`src/rtl/sram_arbiter_pkg.sv`:
```
// ============================================================================
// Module  : sram_arbiter_pkg
// Brief   : Shared state encoding, grant IDs and default widths for sram_arbiter
// Revision: 1.0
// ============================================================================
`default_nettype none

package sram_arbiter_pkg;

    localparam int DEF_ADDR_W = 18;
    localparam int DEF_DATA_W = 16;
    localparam int CNT_W      = 4;

    typedef logic [1:0] state_t;

    localparam state_t ST_IDLE   = 2'd0;
    localparam state_t ST_ACCESS = 2'd1;
    localparam state_t ST_DONE   = 2'd2;

    localparam logic GNT_IF = 1'b0;
    localparam logic GNT_D  = 1'b1;

endpackage

`default_nettype wire

```
`src/rtl/sram_arbiter_rr_arb2.sv`:
```
// ============================================================================
// Module  : rr_arb2
// Brief   : Combinational two-way round-robin pick between fetch and data ports
// Revision: 1.0
// ============================================================================
`default_nettype none

module rr_arb2 (
    input  logic req_if_i,
    input  logic req_d_i,
    input  logic last_grant_i,
    output logic grant_o,
    output logic valid_o
);
    import sram_arbiter_pkg::*;

    always_comb begin
        valid_o = req_if_i | req_d_i;
        grant_o = GNT_IF;
        if (req_if_i && req_d_i) begin
            grant_o = ~last_grant_i;
        end else if (req_d_i) begin
            grant_o = GNT_D;
        end
    end

endmodule

`default_nettype wire

```
`src/rtl/sram_arbiter.sv`:
```
// ============================================================================
// Module  : sram_arbiter
// Brief   : Shares one async SRAM between fetch and data ports, timed strobes
// Revision: 1.0
// ============================================================================
`default_nettype none

module sram_arbiter
    import sram_arbiter_pkg::*;
#(
    parameter int ADDR_W      = DEF_ADDR_W,
    parameter int DATA_W      = DEF_DATA_W,
    parameter int WAIT_CYCLES = 2
) (
    input  logic              clk,
    input  logic              rst,
    input  logic              if_req,
    input  logic [ADDR_W-1:0] if_addr,
    output logic [DATA_W-1:0] if_rdata,
    output logic              if_ack,
    input  logic              d_req,
    input  logic              d_we,
    input  logic [ADDR_W-1:0] d_addr,
    input  logic [DATA_W-1:0] d_wdata,
    output logic [DATA_W-1:0] d_rdata,
    output logic              d_ack,
    output logic [ADDR_W-1:0] sram_addr,
    output logic [DATA_W-1:0] sram_dq_o,
    output logic              sram_dq_oe,
    input  logic [DATA_W-1:0] sram_dq_i,
    output logic              sram_ce_n,
    output logic              sram_oe_n,
    output logic              sram_we_n,
    output logic              busy
);

    localparam logic [CNT_W-1:0] CNT_INIT = CNT_W'(WAIT_CYCLES - 1);

    state_t            state_q, state_d;
    logic [CNT_W-1:0]  cnt_q, cnt_d;
    logic              last_grant_q, last_grant_d;
    logic              gnt_q, gnt_d;
    logic              op_we_q, op_we_d;
    logic [ADDR_W-1:0] sram_addr_q, sram_addr_d;
    logic [DATA_W-1:0] sram_dq_o_q, sram_dq_o_d;
    logic [DATA_W-1:0] if_rdata_q, if_rdata_d;
    logic [DATA_W-1:0] d_rdata_q, d_rdata_d;
    logic              if_ack_q, if_ack_d;
    logic              d_ack_q, d_ack_d;
    logic              ce_n_q, ce_n_d;
    logic              oe_n_q, oe_n_d;
    logic              we_n_q, we_n_d;
    logic              dq_oe_q, dq_oe_d;
    logic              busy_q, busy_d;
    logic              arb_grant;
    logic              arb_valid;
    logic              capture;

    rr_arb2 u_rr_arb2 (
        .req_if_i     (if_req),
        .req_d_i      (d_req),
        .last_grant_i (last_grant_q),
        .grant_o      (arb_grant),
        .valid_o      (arb_valid)
    );

    always_ff @(posedge clk) begin
        if (rst) begin
            state_q      <= ST_IDLE;
            cnt_q        <= '0;
            last_grant_q <= GNT_IF;
            gnt_q        <= GNT_IF;
            op_we_q      <= 1'b0;
            sram_addr_q  <= '0;
            sram_dq_o_q  <= '0;
            if_rdata_q   <= '0;
            d_rdata_q    <= '0;
            if_ack_q     <= 1'b0;
            d_ack_q      <= 1'b0;
            ce_n_q       <= 1'b1;
            oe_n_q       <= 1'b1;
            we_n_q       <= 1'b1;
            dq_oe_q      <= 1'b0;
            busy_q       <= 1'b0;
        end else begin
            state_q      <= state_d;
            cnt_q        <= cnt_d;
            last_grant_q <= last_grant_d;
            gnt_q        <= gnt_d;
            op_we_q      <= op_we_d;
            sram_addr_q  <= sram_addr_d;
            sram_dq_o_q  <= sram_dq_o_d;
            if_rdata_q   <= if_rdata_d;
            d_rdata_q    <= d_rdata_d;
            if_ack_q     <= if_ack_d;
            d_ack_q      <= d_ack_d;
            ce_n_q       <= ce_n_d;
            oe_n_q       <= oe_n_d;
            we_n_q       <= we_n_d;
            dq_oe_q      <= dq_oe_d;
            busy_q       <= busy_d;
        end
    end

    // Requests are only looked at in IDLE; an access in flight always runs to DONE.
    always_comb begin
        state_d      = state_q;
        cnt_d        = cnt_q;
        last_grant_d = last_grant_q;
        gnt_d        = gnt_q;
        op_we_d      = op_we_q;
        sram_addr_d  = sram_addr_q;
        sram_dq_o_d  = sram_dq_o_q;
        case (state_q)
            ST_IDLE: begin
                if (arb_valid) begin
                    state_d      = ST_ACCESS;
                    cnt_d        = CNT_INIT;
                    gnt_d        = arb_grant;
                    last_grant_d = arb_grant;
                    if (arb_grant == GNT_D) begin
                        sram_addr_d = d_addr;
                        op_we_d     = d_we;
                        sram_dq_o_d = d_wdata;
                    end else begin
                        sram_addr_d = if_addr;
                        op_we_d     = 1'b0;
                    end
                end
            end
            ST_ACCESS: begin
                if (cnt_q == '0) begin
                    state_d = ST_DONE;
                end else begin
                    cnt_d = cnt_q - 1'b1;
                end
            end
            ST_DONE: begin
                state_d = ST_IDLE;
            end
            default: begin
                state_d = ST_IDLE;
            end
        endcase
    end

    // Strobes follow the upcoming state so they line up with the registered state.
    always_comb begin
        capture    = (state_q == ST_ACCESS) && (cnt_q == '0) && !op_we_q;
        ce_n_d     = !(state_d == ST_ACCESS);
        oe_n_d     = !((state_d == ST_ACCESS) && !op_we_d);
        we_n_d     = !((state_d == ST_ACCESS) && op_we_d);
        dq_oe_d    = ((state_d == ST_ACCESS) || (state_d == ST_DONE)) && op_we_d;
        if_ack_d   = (state_d == ST_DONE) && (gnt_d == GNT_IF);
        d_ack_d    = (state_d == ST_DONE) && (gnt_d == GNT_D);
        busy_d     = (state_d != ST_IDLE);
        if_rdata_d = (capture && (gnt_q == GNT_IF)) ? sram_dq_i : if_rdata_q;
        d_rdata_d  = (capture && (gnt_q == GNT_D))  ? sram_dq_i : d_rdata_q;
    end

    assign if_rdata   = if_rdata_q;
    assign if_ack     = if_ack_q;
    assign d_rdata    = d_rdata_q;
    assign d_ack      = d_ack_q;
    assign sram_addr  = sram_addr_q;
    assign sram_dq_o  = sram_dq_o_q;
    assign sram_dq_oe = dq_oe_q;
    assign sram_ce_n  = ce_n_q;
    assign sram_oe_n  = oe_n_q;
    assign sram_we_n  = we_n_q;
    assign busy       = busy_q;

endmodule

`default_nettype wire

```
`config.mk`:
```
export PLATFORM = sky130hd
export DESIGN_NAME = sram_arbiter
export DESIGN_NICKNAME = d
export VERILOG_FILES = /design/src/rtl/sram_arbiter_pkg.sv /design/src/rtl/sram_arbiter_rr_arb2.sv /design/src/rtl/sram_arbiter.sv
export SDC_FILE = /design/constraint.sdc
export NUM_CORES = 1
export LEC_CHECK = 0
export ABC_AREA = 1
export CORE_UTILIZATION = 42
export CTS_CLUSTER_DIAMETER = 40
export DETAILED_ROUTE_END_ITERATION = 6
export PLACE_DENSITY = 0.8
export SYNTH_ARGS = -nofsm -noshare
export SYNTH_HDL_FRONTEND = slang
export SYNTH_HIERARCHICAL = 1
export SYNTH_SLANG_ARGS = --single-unit
```
`constraint.sdc`:
```
create_clock -name clk -period 1.9 [get_ports clk]
set_clock_uncertainty 0.1 [all_clocks]
set_input_delay 0.38 -clock clk [delete_from_list [all_inputs] [get_ports clk]]
set_output_delay 0.38 -clock clk [all_outputs]
set_load 0.01 [all_outputs]
```
* After elaboration in Yosys (flattened, before gate mapping)
Index checks and enable logic that the tools add are counted.
Widths: inputs -> output; s select.
** Word-level totals
- Bits in registers :: 82
- Output and inout bits :: 73
** Operators by class
- Add/sub/neg operators :: 1
- Bitwise logic cells :: 4
- Eq/ne operators :: 5
- Multiplexer cells :: 14
- Reductions and logical operators :: 23
** Operator list (number)
- $mux 18 :: 1
- $logic_and 1x1->1 :: 10
- $mux 4 :: 2
- $pmux 4 s2 :: 1
- $mux 1 :: 7
- $reduce_and 3->1 :: 2
- $logic_not 1->1 :: 5
- $eq 2x1->1 const B :: 2
- $logic_not 4->1 :: 1
- $mux 2 :: 2
- $ne 2x2->1 const B :: 2
- $pmux 2 s2 :: 1
- $reduce_bool 2->1 :: 2
- $sub 4x1->4 const B :: 1
- $not 1->1 :: 3
- $eq 2x2->1 const B :: 1
- $logic_not 2->1 :: 1
- $reduce_and 2->1 :: 1
- $logic_or 1x1->1 :: 1
- $or 1x1->1 :: 1

* Longest topological paths before layout
Gate-level depths: netlist of the first run.
- Depth after elaboration :: 8
- Gate-level depth with buffers :: 9

* By module
The synthesis of the first run kept the hierarchy.
** By module, submodules not included
- sram_arbiter :: cells each 439, times used 1, area an instance 3306.9 um^2
- rr_arb2 :: cells each 3, times used 1, area an instance 15.0 um^2

* Worst setup path before layout of the first run
OpenSTA, ideal clock, no wires.
- Kind :: register to register
- From :: register cnt_q[0]
- To :: register dq_oe_q, in the netlist sram_dq_oe
- Required time :: 1.683 ns
- Setup slack :: 0.233 ns
- Path buffers :: 0
- Stages on the path, launching flop included :: 10
- Data arrival time :: 1.450 ns
- Library setup time :: 0.117 ns
- Path through :: dfxtp_1 -> inv_1 -> ha_1 -> nand2_1 -> nand2_1 -> nand2_1 -> inv_1 -> ha_1 -> nand2_1 -> nor2_1
** On the way
- Longest elaborated chain between the ends :: 6
** Ends and longest elaborated chain
- start: declaration :: RTL line sram_arbiter.sv:40 : logic [CNT_W-1:0] cnt_q, cnt_d;
- start signal: assignment :: RTL line sram_arbiter.sv:87 : cnt_q <= cnt_d;
- $logic_not 4->1 * :: RTL line sram_arbiter.sv:132 : if (cnt_q == '0) begin
- $mux 2 * :: RTL line sram_arbiter.sv:132
- $pmux 2 s2 * :: RTL line sram_arbiter.sv:114 : case (state_q)
- net state_d[0] :: RTL line sram_arbiter.sv:39 : state_t state_q, state_d;
- $eq 2x1->1 or $eq 2x2->1 (tied branches) :: RTL line sram_arbiter.sv:153 : dq_oe_d = ((state_d == ST_ACCESS) || (state_d == ST_DONE)) && op_we_d;
- $logic_or 1x1->1 * :: RTL line sram_arbiter.sv:153
- $logic_and 1x1->1 * :: RTL line sram_arbiter.sv:153
- end signal: assignment :: RTL line sram_arbiter.sv:100 : dq_oe_q <= dq_oe_d;
- end: declaration :: RTL line sram_arbiter.sv:53 : logic dq_oe_q, dq_oe_d;
The timed path passes the listed nets; every way through them passes the cells marked *.
A chain may end at the register's enable or synchronous reset.

* Final worst setup path of the first run
- From :: register if_rdata_q[5], in the netlist if_rdata[5]
- To :: output if_rdata[5]
** RTL lines
- start: declaration :: RTL line sram_arbiter.sv:46 : logic [DATA_W-1:0] if_rdata_q, if_rdata_d;
- start signal: assignment :: RTL line sram_arbiter.sv:93 : if_rdata_q <= if_rdata_d;
- end: declaration :: RTL line sram_arbiter.sv:19 : output logic [DATA_W-1:0] if_rdata,
No word-level cell between the ends.

==> results of run 1 <==
path summary, 6_finish.rpt:
kind                                     end  cells past startpoint
worst min-delay path            if_rdata[10]                      2
worst max register to register    sram_dq_oe                      9
worst min register to register  if_rdata[10]                      2
worst max-delay path             if_rdata[5]                      1
cell type report:
class | count | area [um2] | area share
tap | 102 | 128 | 0.0248
inverter | 30 | 113 | 0.0219
sequential | 82 | 1640 | 0.319
clock buffer | 9 | 124 | 0.0241
clock inverter | 7 | 101 | 0.0197
timing repair buffer | 159 | 1610 | 0.312
multi-input combinational | 303 | 1430 | 0.278
cell usage after synthesis:
master	n	share of area
nand3_1	5	0.0075
buf_4	3	0.0068
inv_1	23	0.026
nor3_1	1	0.0015
clkinv_1	1	0.0011
buf_1	2	0.0023
buf_6	2	0.0068
nand2_1	84	0.095
buf_2	9	0.014
clkbuf_1	11	0.012
o21ai_1	1	0.0015
nand3_2	1	0.0030
dfxtp_1	82	0.49
nand4_4	1	0.0064
o21ai_0	35	0.053
nor2_4	5	0.017
nand4_1	32	0.060
nor2_1	106	0.12
or2_2	1	0.0019
a31oi_1	18	0.034
a21oi_1	6	0.0090
or2_1	1	0.0019
nor2_2	2	0.0038
inv_2	6	0.0068
ha_1	4	0.015
layer usage:
| metal | up-vias | track usage | wire [um] |
|---|---|---|---|
| met5 | - | 0 | 0 |
| met4 | 0 | 0.0410 | 72 |
| met3 | 7 | 0.0737 | 632 |
| met2 | 122 | 0.369 | 4130 |
| met1 | 1500 | 0.256 | 3700 |
| li1 | 1721 | - | - |
cell families after synthesis:
| kind of cell | after synthesis | synth area share |
|---|---|---|
| flops | 82 | 0.494 |
| compound gates | 60 | 0.0972 |
| buf+inv | 57 | 0.0757 |
| simple gates | 239 | 0.318 |
| fa+ha+maj | 4 | 0.0151 |
where the power goes:
| part | switching [mW] | total, mW | internal, mW |
|---|---|---|---|
| logic | 0.666 | 1.37 | 0.705 |
| registers | 0.114 | 2.05 | 1.93 |
| clock network | 0.650 | 1.40 | 0.751 |
| total | 1.43 | 4.82 | 3.39 |
sequential cells by signal (all words and copies together), names as in the netlist:
name / count
last_grant_q: 1
sram_dq_oe: 1
sram_ce_n: 1
sram_addr: 18
if_rdata: 16
if_ack: 1
state_q: 2
sram_we_n: 1
d_rdata: 16
d_ack: 1
sram_oe_n: 1
sram_dq_o: 16
cnt_q: 4
busy: 1
op_we_q: 1
gnt_q: 1
per-stage QoR:
step / utilization / instances / total power [mW] / instance area (um2)
floorplan: - / 442 / 2.75 / 3320
global placement: 0.640 / 676 / 3.43 / 4920
detailed placement: 0.640 / 676 / 3.46 / 4920
CTS: 0.669 / 692 / 4.87 / 5140
global route: 0.669 / 692 / 5.11 / 5140
finish: 0.669 / 692 / 4.82 / 5140
layout by cell type, fill, tap and decap left out:
master / synthesis / final
clkbuf_8: 0 / 9
buf_4: 3 / 10
nand4_4: 1 / 1
o21ai_0: 35 / 35
inv_6: 0 / 2
ha_1: 4 / 4
nand3_1: 5 / 5
nand3_2: 1 / 1
nor2_2: 2 / 2
clkinvlp_4: 0 / 2
a21oi_1: 6 / 6
a31oi_1: 18 / 18
clkdlybuf4s50_1: 0 / 145
dfxtp_1: 82 / 82
or2_2: 1 / 1
inv_1: 23 / 23
o21ai_1: 1 / 1
or2_1: 1 / 1
clkinv_4: 0 / 1
nor3_1: 1 / 1
bufinv_16: 0 / 2
nor2_1: 106 / 106
nand2_1: 84 / 84
buf_12: 0 / 4
inv_2: 6 / 7
nor2_4: 5 / 5
nand4_1: 32 / 32
==> reports/qor.csv, run 1 <==
metric,value,unit
placement row count,32,
Setup Viol. Count Final,0,
"slowest stage delay, CP",0.55,ns
post-DP HPWL,6240,um
global-route wire length before repair,14400,um
Gate Count Post-Synth,442,
RSZ-0062 raised after global routing,false,
Critical Path RT,1.42,ns
"Clk pin slew, worst setup/hold paths",0.09,ns
worst slew pin tran,0.396,ns
Unique masters post-synth,25,
Tot GR Track Use,0.213,
Reg2Reg Setup Slack,0.19,ns
post-synthesis sequential area ratio,0.494,
Crit-path slowest cell,clkdlybuf4s50_1,
syn nets,519,
status,completed,
Vias/cell,4.84,
Initial Util,0.432,
IO Port Bufs,145,
Max Slew Vio Count,0,
fin nets,662,
1st-iter DRT viols,90,
final count of hold timing violations,0,
Area Growth Syn to Fin,54.8,%
Final Cycle Share,0.916,
HP Class,register to register,
die width,90.9,um
cell family with most CP delay,buffers and inverters,
CTS Buffer Depth,2,
WL per Instance,12.3,um
Post-CTS Resized,0,
remaining antenna violation count,0,
CP Capture Type,output pin,
Yosys warning total,6,
clk root buf,clkbuf_8,
GP Congestion,0.829,
CTS H-tree depth,3,
DRC Markers,0,
clk_lat worst skew,0.34,ns
Die Area,8270,um2
Max IR drop VDD,0.000534,V
critical path class,register to output pin,
max cap viols,0,
largest net degree at the start of global routing,37,
critical path arrival,1.26,ns
Pleak,2.10,nW
CTS hold repair buffers,0,
Setup TNS Final,0,ns
height of the die,90.9,um
antenna fix cells,0,
worst slew margin relative to its limit,0.735,
P per Cell Area,937,nW/um2
postcts setup bufs,0,
Num CTS Buffers,9,
Worst setup SP type,register,
IO Count,146,
clock sink count,82,
CP Max Fanout,2,
hold_ws,0.385,ns
fmax,575,MHz
fillers,638,
via count,3350,
syn_area_per_cell,7.52,um2
antenna violations before repair,0,
min-delay src,if_rdata[10],
worst r2r src,cnt_q[0],
drt total wl,8540,um
crit path cell chain,clkdlybuf4s50_1,
layout cells sized above 1,0.0797,
gr ovfl total,0,
"worst slack, placed",-0.0559,ns
worst setup margin,0.161,ns
Worst Setup SP,if_rdata[5],
DRT Pass-1 Iters,4,
CTS tree,built,
vias in the first global route,3149,
post-synthesis cell area,3320,um2
Bufs and invs on worst path,1,
floorplan core area,7690,um2
fin crit period,1.74,ns
register bit total from synthesis,82,
No activity file was read; power rests on OpenSTA's default activity.
==> run 2, diff against run 1 <==
--- a/config.mk
+++ b/config.mk
@@ -9,6 +9,7 @@
 export CORE_UTILIZATION = 42
 export CTS_CLUSTER_DIAMETER = 40
 export DETAILED_ROUTE_END_ITERATION = 6
+export GPL_TIMING_DRIVEN = 1
 export PLACE_DENSITY = 0.8
 export SYNTH_ARGS = -nofsm -noshare
 export SYNTH_HDL_FRONTEND = slang
==> results of run 2 <==
No change in the layout: final DEF, timing and power equal those of run 1.
